## src/rtl/lcv_mul_acc_pipe.sv

```systemverilog
// rtl/lcv_mul_acc_pipe.sv - 3-stage pipelined signed/unsigned multiply-accumulate with saturation and flow control
module lcv_mul_acc_pipe #(
    parameter int A_WIDTH   = 16,
    parameter int B_WIDTH   = 16,
    parameter int ACC_WIDTH = 48,
    parameter bit SATURATE  = 1'b1
) (
    input  logic                 clk,
    input  logic                 rst,
    input  logic                 inp_valid,
    output logic                 inp_ready,
    input  logic [A_WIDTH-1:0]   inp_a,
    input  logic [B_WIDTH-1:0]   inp_b,
    input  logic [ACC_WIDTH-1:0] inp_c,
    input  logic [1:0]           inp_op,
    input  logic                 inp_signed,
    output logic                 outp_valid,
    input  logic                 outp_ready,
    output logic [ACC_WIDTH-1:0] outp_data,
    output logic                 outp_ovf
);

    localparam int P_WIDTH = A_WIDTH + B_WIDTH;

    typedef enum logic [1:0] {
        OP_MUL  = 2'd0,
        OP_MAC  = 2'd1,
        OP_MSUB = 2'd2,
        OP_LOAD = 2'd3
    } op_e;

    generate
        if (ACC_WIDTH < P_WIDTH) begin : g_width_check
            $error("lcv_mul_acc_pipe: ACC_WIDTH must be >= A_WIDTH + B_WIDTH");
        end
    endgenerate

    // Stage 1 registers
    logic                 s1_valid;
    logic [A_WIDTH-1:0]   s1_a;
    logic [B_WIDTH-1:0]   s1_b;
    logic [ACC_WIDTH-1:0] s1_c;
    op_e                  s1_op;
    logic                 s1_signed;

    // Stage 2 registers
    logic                 s2_valid;
    logic [P_WIDTH-1:0]   s2_p;
    logic [ACC_WIDTH-1:0] s2_c;
    op_e                  s2_op;
    logic                 s2_signed;

    // Stage 3 state
    logic [ACC_WIDTH-1:0] acc;

    logic                 stall;
    logic signed [P_WIDTH-1:0] a_wide;
    logic signed [P_WIDTH-1:0] b_wide;
    logic [P_WIDTH-1:0]   prod;
    logic [ACC_WIDTH:0]   p_ext;
    logic [ACC_WIDTH:0]   c_ext;
    logic [ACC_WIDTH:0]   acc_ext;
    logic [ACC_WIDTH:0]   r;
    logic                 ovf;
    logic [ACC_WIDTH-1:0] final_val;
    logic                 acc_we;

    // The whole pipe freezes, bubbles included, while the output beat is refused
    assign stall     = outp_valid & ~outp_ready;
    assign inp_ready = ~stall;

    // Stage 2 product: extend both operands to the full product width so the
    // low P_WIDTH bits of a plain signed multiply are right in both modes
    always_comb begin
        a_wide = signed'({{B_WIDTH{s1_signed & s1_a[A_WIDTH-1]}}, s1_a});
        b_wide = signed'({{A_WIDTH{s1_signed & s1_b[B_WIDTH-1]}}, s1_b});
        prod   = P_WIDTH'(a_wide * b_wide);
    end

    // Stage 3 arithmetic: one guard bit above ACC_WIDTH exposes overflow
    always_comb begin
        p_ext     = {{(ACC_WIDTH + 1 - P_WIDTH){s2_signed & s2_p[P_WIDTH-1]}}, s2_p};
        c_ext     = {s2_c[ACC_WIDTH-1], s2_c};
        acc_ext   = {acc[ACC_WIDTH-1], acc};
        r         = c_ext;
        acc_we    = 1'b0;
        case (s2_op)
            OP_MUL:  r = p_ext + c_ext;
            OP_MAC:  begin r = acc_ext + p_ext; acc_we = 1'b1; end
            OP_MSUB: begin r = acc_ext - p_ext; acc_we = 1'b1; end
            OP_LOAD: begin r = c_ext;           acc_we = 1'b1; end
            default: r = c_ext;
        endcase
        ovf       = r[ACC_WIDTH] ^ r[ACC_WIDTH-1];
        final_val = r[ACC_WIDTH-1:0];
        if (SATURATE && ovf) begin
            // The guard bit carries the true sign of the unclamped result
            final_val = r[ACC_WIDTH] ? {1'b1, {(ACC_WIDTH-1){1'b0}}}
                                     : {1'b0, {(ACC_WIDTH-1){1'b1}}};
        end
    end

    // Stage 1: capture the incoming beat (or a bubble) whenever the pipe moves
    always_ff @(posedge clk or negedge rst) begin
        if (!rst) begin
            s1_valid  <= 1'b0;
            s1_a      <= '0;
            s1_b      <= '0;
            s1_c      <= '0;
            s1_op     <= OP_MUL;
            s1_signed <= 1'b0;
        end else if (!stall) begin
            s1_valid  <= inp_valid;
            s1_a      <= inp_a;
            s1_b      <= inp_b;
            s1_c      <= inp_c;
            s1_op     <= op_e'(inp_op);
            s1_signed <= inp_signed;
        end
    end

    // Stage 2: register the product alongside the beat's control fields
    always_ff @(posedge clk or negedge rst) begin
        if (!rst) begin
            s2_valid  <= 1'b0;
            s2_p      <= '0;
            s2_c      <= '0;
            s2_op     <= OP_MUL;
            s2_signed <= 1'b0;
        end else if (!stall) begin
            s2_valid  <= s1_valid;
            s2_p      <= prod;
            s2_c      <= s1_c;
            s2_op     <= s1_op;
            s2_signed <= s1_signed;
        end
    end

    // Stage 3: output register and accumulator; data holds across bubbles
    always_ff @(posedge clk or negedge rst) begin
        if (!rst) begin
            outp_valid <= 1'b0;
            outp_data  <= '0;
            outp_ovf   <= 1'b0;
            acc        <= '0;
        end else if (!stall) begin
            outp_valid <= s2_valid;
            if (s2_valid) begin
                outp_data <= final_val;
                outp_ovf  <= ovf;
                if (acc_we) begin
                    acc <= final_val;
                end
            end
        end
    end

endmodule

```

## config.mk

```make
export PLATFORM = sky130hd
export DESIGN_NAME = lcv_mul_acc_pipe
export DESIGN_NICKNAME = d
export VERILOG_FILES = /design/src/rtl/lcv_mul_acc_pipe.sv
export SDC_FILE = /design/constraint.sdc
export NUM_CORES = 1
export LEC_CHECK = 0
export CAP_MARGIN = 5
export CORE_ASPECT_RATIO = 0.5
export CORE_MARGIN = 5
export CORE_UTILIZATION = 50
export DETAILED_ROUTE_END_ITERATION = 16
export PLACE_DENSITY_LB_ADDON = 0.05
export RECOVER_POWER = 100
export SYNTH_ARGS = -nofsm -noshare
export SYNTH_HDL_FRONTEND = slang
export SYNTH_SLANG_ARGS = --single-unit
```

## constraint.sdc

```tcl
create_clock -name clk -period 8.6 [get_ports clk]
set_input_delay 2.15 -clock clk [delete_from_list [all_inputs] [get_ports clk]]
set_output_delay 2.15 -clock clk [all_outputs]
set_load 0.01 [all_outputs]
```

==> results.sh <==
export IMPL_area_growth_pct=9.88
export IMPL_cts_sinks=266
export IMPL_layout_min_cycle_time_ns=7.67
export IMPL_use_met3_pct=4.50
export IMPL_wire_per_inst_um=21.4
export IMPL_critPathCaptureType="register"
export IMPL_dieArea_um2=60900
export IMPL_hold_class="register to register"
export IMPL_numCtsBuffers=29
export IMPL_crit_fanout=26
export IMPL_clockBufferDepth=3
export IMPL_cp_required_ns=9.00
export IMPL_grt_pass1_wl_mm=138
export IMPL_timing_rr_start="s1_a[15]"
export IMPL_maxSlewViolCount=442
export IMPL_syn_area_per_cell_um2=8.35
export IMPL_tightest_slew_ns=5.59
export IMPL_diodes=0
export IMPL_multi_input_area_um2=19200
export IMPL_skew_ns=0.0223
export IMPL_status="finished with violations"
export IMPL_yosys_cell_types_count=82
export IMPL_vias=23700
export IMPL_rsz0062_at_grt="no"
export IMPL_grt_total_usage_pct=29.3
export IMPL_failed_checks="capacitance limit, slew limit"
export IMPL_cap_violations=5
export IMPL_dpl_hpwl_mm=68.4
export IMPL_ys_seq_area_share_pct=23.9
export IMPL_ant_nets=0
export IMPL_cts_root_buf="clkbuf_16"
export IMPL_cts_clk_slew_worst_paths_ns=0.08
export IMPL_fmax_mhz=130
export IMPL_core_um2=55300
export IMPL_synthArstFlopShare_pct=100
export IMPL_hp_start="s1_c[20]"
export IMPL_grt_max_degree=152
export IMPL_slew_limit_headroom_pct=-273
export IMPL_regArea_um2=6660
export IMPL_die_y_um=177
export IMPL_io_buffers=137
export IMPL_synth_top_flop_cell="dfrtp_1"
export IMPL_drtIter0Drc=2523
export IMPL_start_util_pct=50.4
export IMPL_r2r_slack_ns=0.93
export IMPL_grtUsageMet2_pct=39.6
export IMPL_clkLatencyLatePin_ns=0.60
export IMPL_routed_wl_mm=88.6
export IMPL_synthCells=3339
export IMPL_antenna_found_initial=0
export IMPL_num_rows=61
export IMPL_gp_congestion=0.934
export IMPL_drt_vias_per_instance=5.73
export IMPL_setup_violations=0
export IMPL_syn_num_nets=3892
export IMPL_synth_edf_count=0
export IMPL_use_met1_pct=48.9
export IMPL_cts_setup_buffers=0
export IMPL_finalCritPeriodShare_pct=89.2
export IMPL_drc_errors=0
export IMPL_cts_hold_fix_buffers=0
export IMPL_hold_violations=0
export IMPL_cts_tree="built"
export IMPL_ys_ff_latch=266
export IMPL_worstHoldEndpoint="s2_c[20]"
export IMPL_drive_above_1_share_pct=3.02
export IMPL_startpoint_type="register"
export IMPL_critical_path_class="register to register"
export IMPL_cts_resized=0
export IMPL_hold_depth=2
export IMPL_reg2reg_to="s2_p[31]"
export IMPL_die_w_um=344
export IMPL_final_nets=3916
export IMPL_io_pin_count=138
export IMPL_grt_overflow_total=0
export IMPL_ys_warnings_count=0
export IMPL_finalSetupTns_ns=0
export IMPL_drtPass1Iterations=6
export IMPL_grt_pass1_vias=22900
export IMPL_ff2ff_path_depth=25
export IMPL_busiest_layer="met1"
export IMPL_cts_max_level=1
export IMPL_nFillCells=5237
export IMPL_arrival_ns=8.07
export IMPL_mappedNetlistArea_um2=27900
[sequential cells by signal (all words and copies together), names as in the netlist]
register    cells
s1_c           48
outp_ovf        1
acc            48
s2_p           32
s1_b           16
s1_a           16
outp_data      48
s2_valid        1
s1_signed       1
s2_op           2
s1_valid        1
outp_valid      1
s2_signed       1
s1_op           2
s2_c           48
[synthesized netlist by cell type (29+ instances only)]
cell type  number  area share, %
and2_1        141            3.2
o21ai_0       169            3.0
dfrtp_1       266             24
nand3_1        37           0.66
fa_1          284             20
a21o_1         38            1.0
inv_1         366            4.9
ha_1          182            8.2
a31oi_1        35           0.79
xnor2_1       104            3.3
nor3_1         29           0.52
xor2_1         52            1.6
nand2_1       747             10
a21oi_1       200            3.6
nor2_1        135            1.8
clkbuf_1      153            2.1
[area by class of cell]
| cell class | count | share of cell area [%] |
|---|---|---|
| timing repair buffer | 163 | 5.06 |
| inverter | 368 | 4.51 |
| clock buffer | 36 | 2.62 |
| sequential | 266 | 21.7 |
| clock inverter | 14 | 0.412 |
| multi-input combinational | 2535 | 62.6 |
| tap | 756 | 3.09 |
[per-layer routing]
metal	up-vias	share of wire (%)
met2	887	39
met3	91	8.4
met5	-	0
li1	11000	-
met1	11800	51
met4	0	2.1
[metrics by stage]
step / cells / instance area (um2) / setup WS [ns] / hold WS [ns] / utilization [%]
global placement: 4088 / 29800 / 1.14 / 0.449 / 53.8
detailed placement: 4088 / 29800 / 1.06 / 0.456 / 53.8
global route: 4138 / 30600 / 0.422 / 0.483 / 55.4
floorplan: 3339 / 27900 / 1.98 / 0.439 / -
finish: 4138 / 30600 / 0.929 / 0.457 / 55.4
CTS: 4138 / 30700 / 1.01 / 0.462 / 55.5
[layout by cell type (no fill, tap or decap), types with 26 or more instances in the layout]
master and count:
nand2_1 746, inv_1 366, fa_1 284, dfrtp_1 266, a21oi_1 200, ha_1 181
o21ai_0 171, and2_1 140, nor2_1 135, xnor2_1 104, clkdlybuf4s50_1 84, xor2_1 52
dlygate4sd3_1 52, a21o_1 38, nand3_1 37, a31oi_1 35, nor3_1 29, clkbuf_16 29
and3_1 26, a221oi_1 26
[logic make-up (layout without fill, tap and decap cells)]
kind of cell,count (synthesis),in the layout,synth area share [%]
multiplexers,11,11,0.426
adder cells (fa/ha/maj),470,470,28.7
XOR/XNOR,156,156,4.90
AO/OA/AOI/OAI,660,660,14.9
flip-flops,266,266,23.9
buffers and inverters,538,581,7.36
AND/OR/NAND/NOR,1238,1238,19.8
[worst max-delay path, stage by stage, from the launching register on]
cell and delay (ns):
dfrtp_1 0.83, and2_0 0.40, nand2_1 0.15, inv_1 0.18, fa_1 0.44, inv_1 0.19, fa_1 0.45, inv_1 0.09
fa_1 0.45, fa_1 0.51, fa_1 0.49, inv_1 0.05, fa_1 0.48, inv_1 0.04, ha_1 0.34, and3_1 0.20
nand3_1 0.11, or4_1 0.52, and3_1 0.21, a311oi_1 0.43, a41oi_1 0.25, a21oi_1 0.23, or4_1 0.13, a31oi_1 0.09
xnor2_1 0.13, o21ai_0 0.08
[how the worst max path moves through the flow]
stage | startpoint | end | slack, ns | depth (start not counted)
4_1_cts | s1_a[15] | s2_p[31] | 1.01 | 25
2_1_floorplan | s1_a[15] | s2_p[31] | 1.98 | 26
5_1_grt | s2_p[2] | acc[18] | 0.42 | 22
3_5_place_dp | s1_a[15] | s2_p[31] | 1.06 | 25
6_report | s1_a[15] | s2_p[31] | 0.93 | 25
3_3_place_gp | s1_a[15] | s2_p[31] | 1.14 | 25
Power is not shown: default switching activity piles up to over one toggle a cycle in this logic, so the estimate is an artifact.
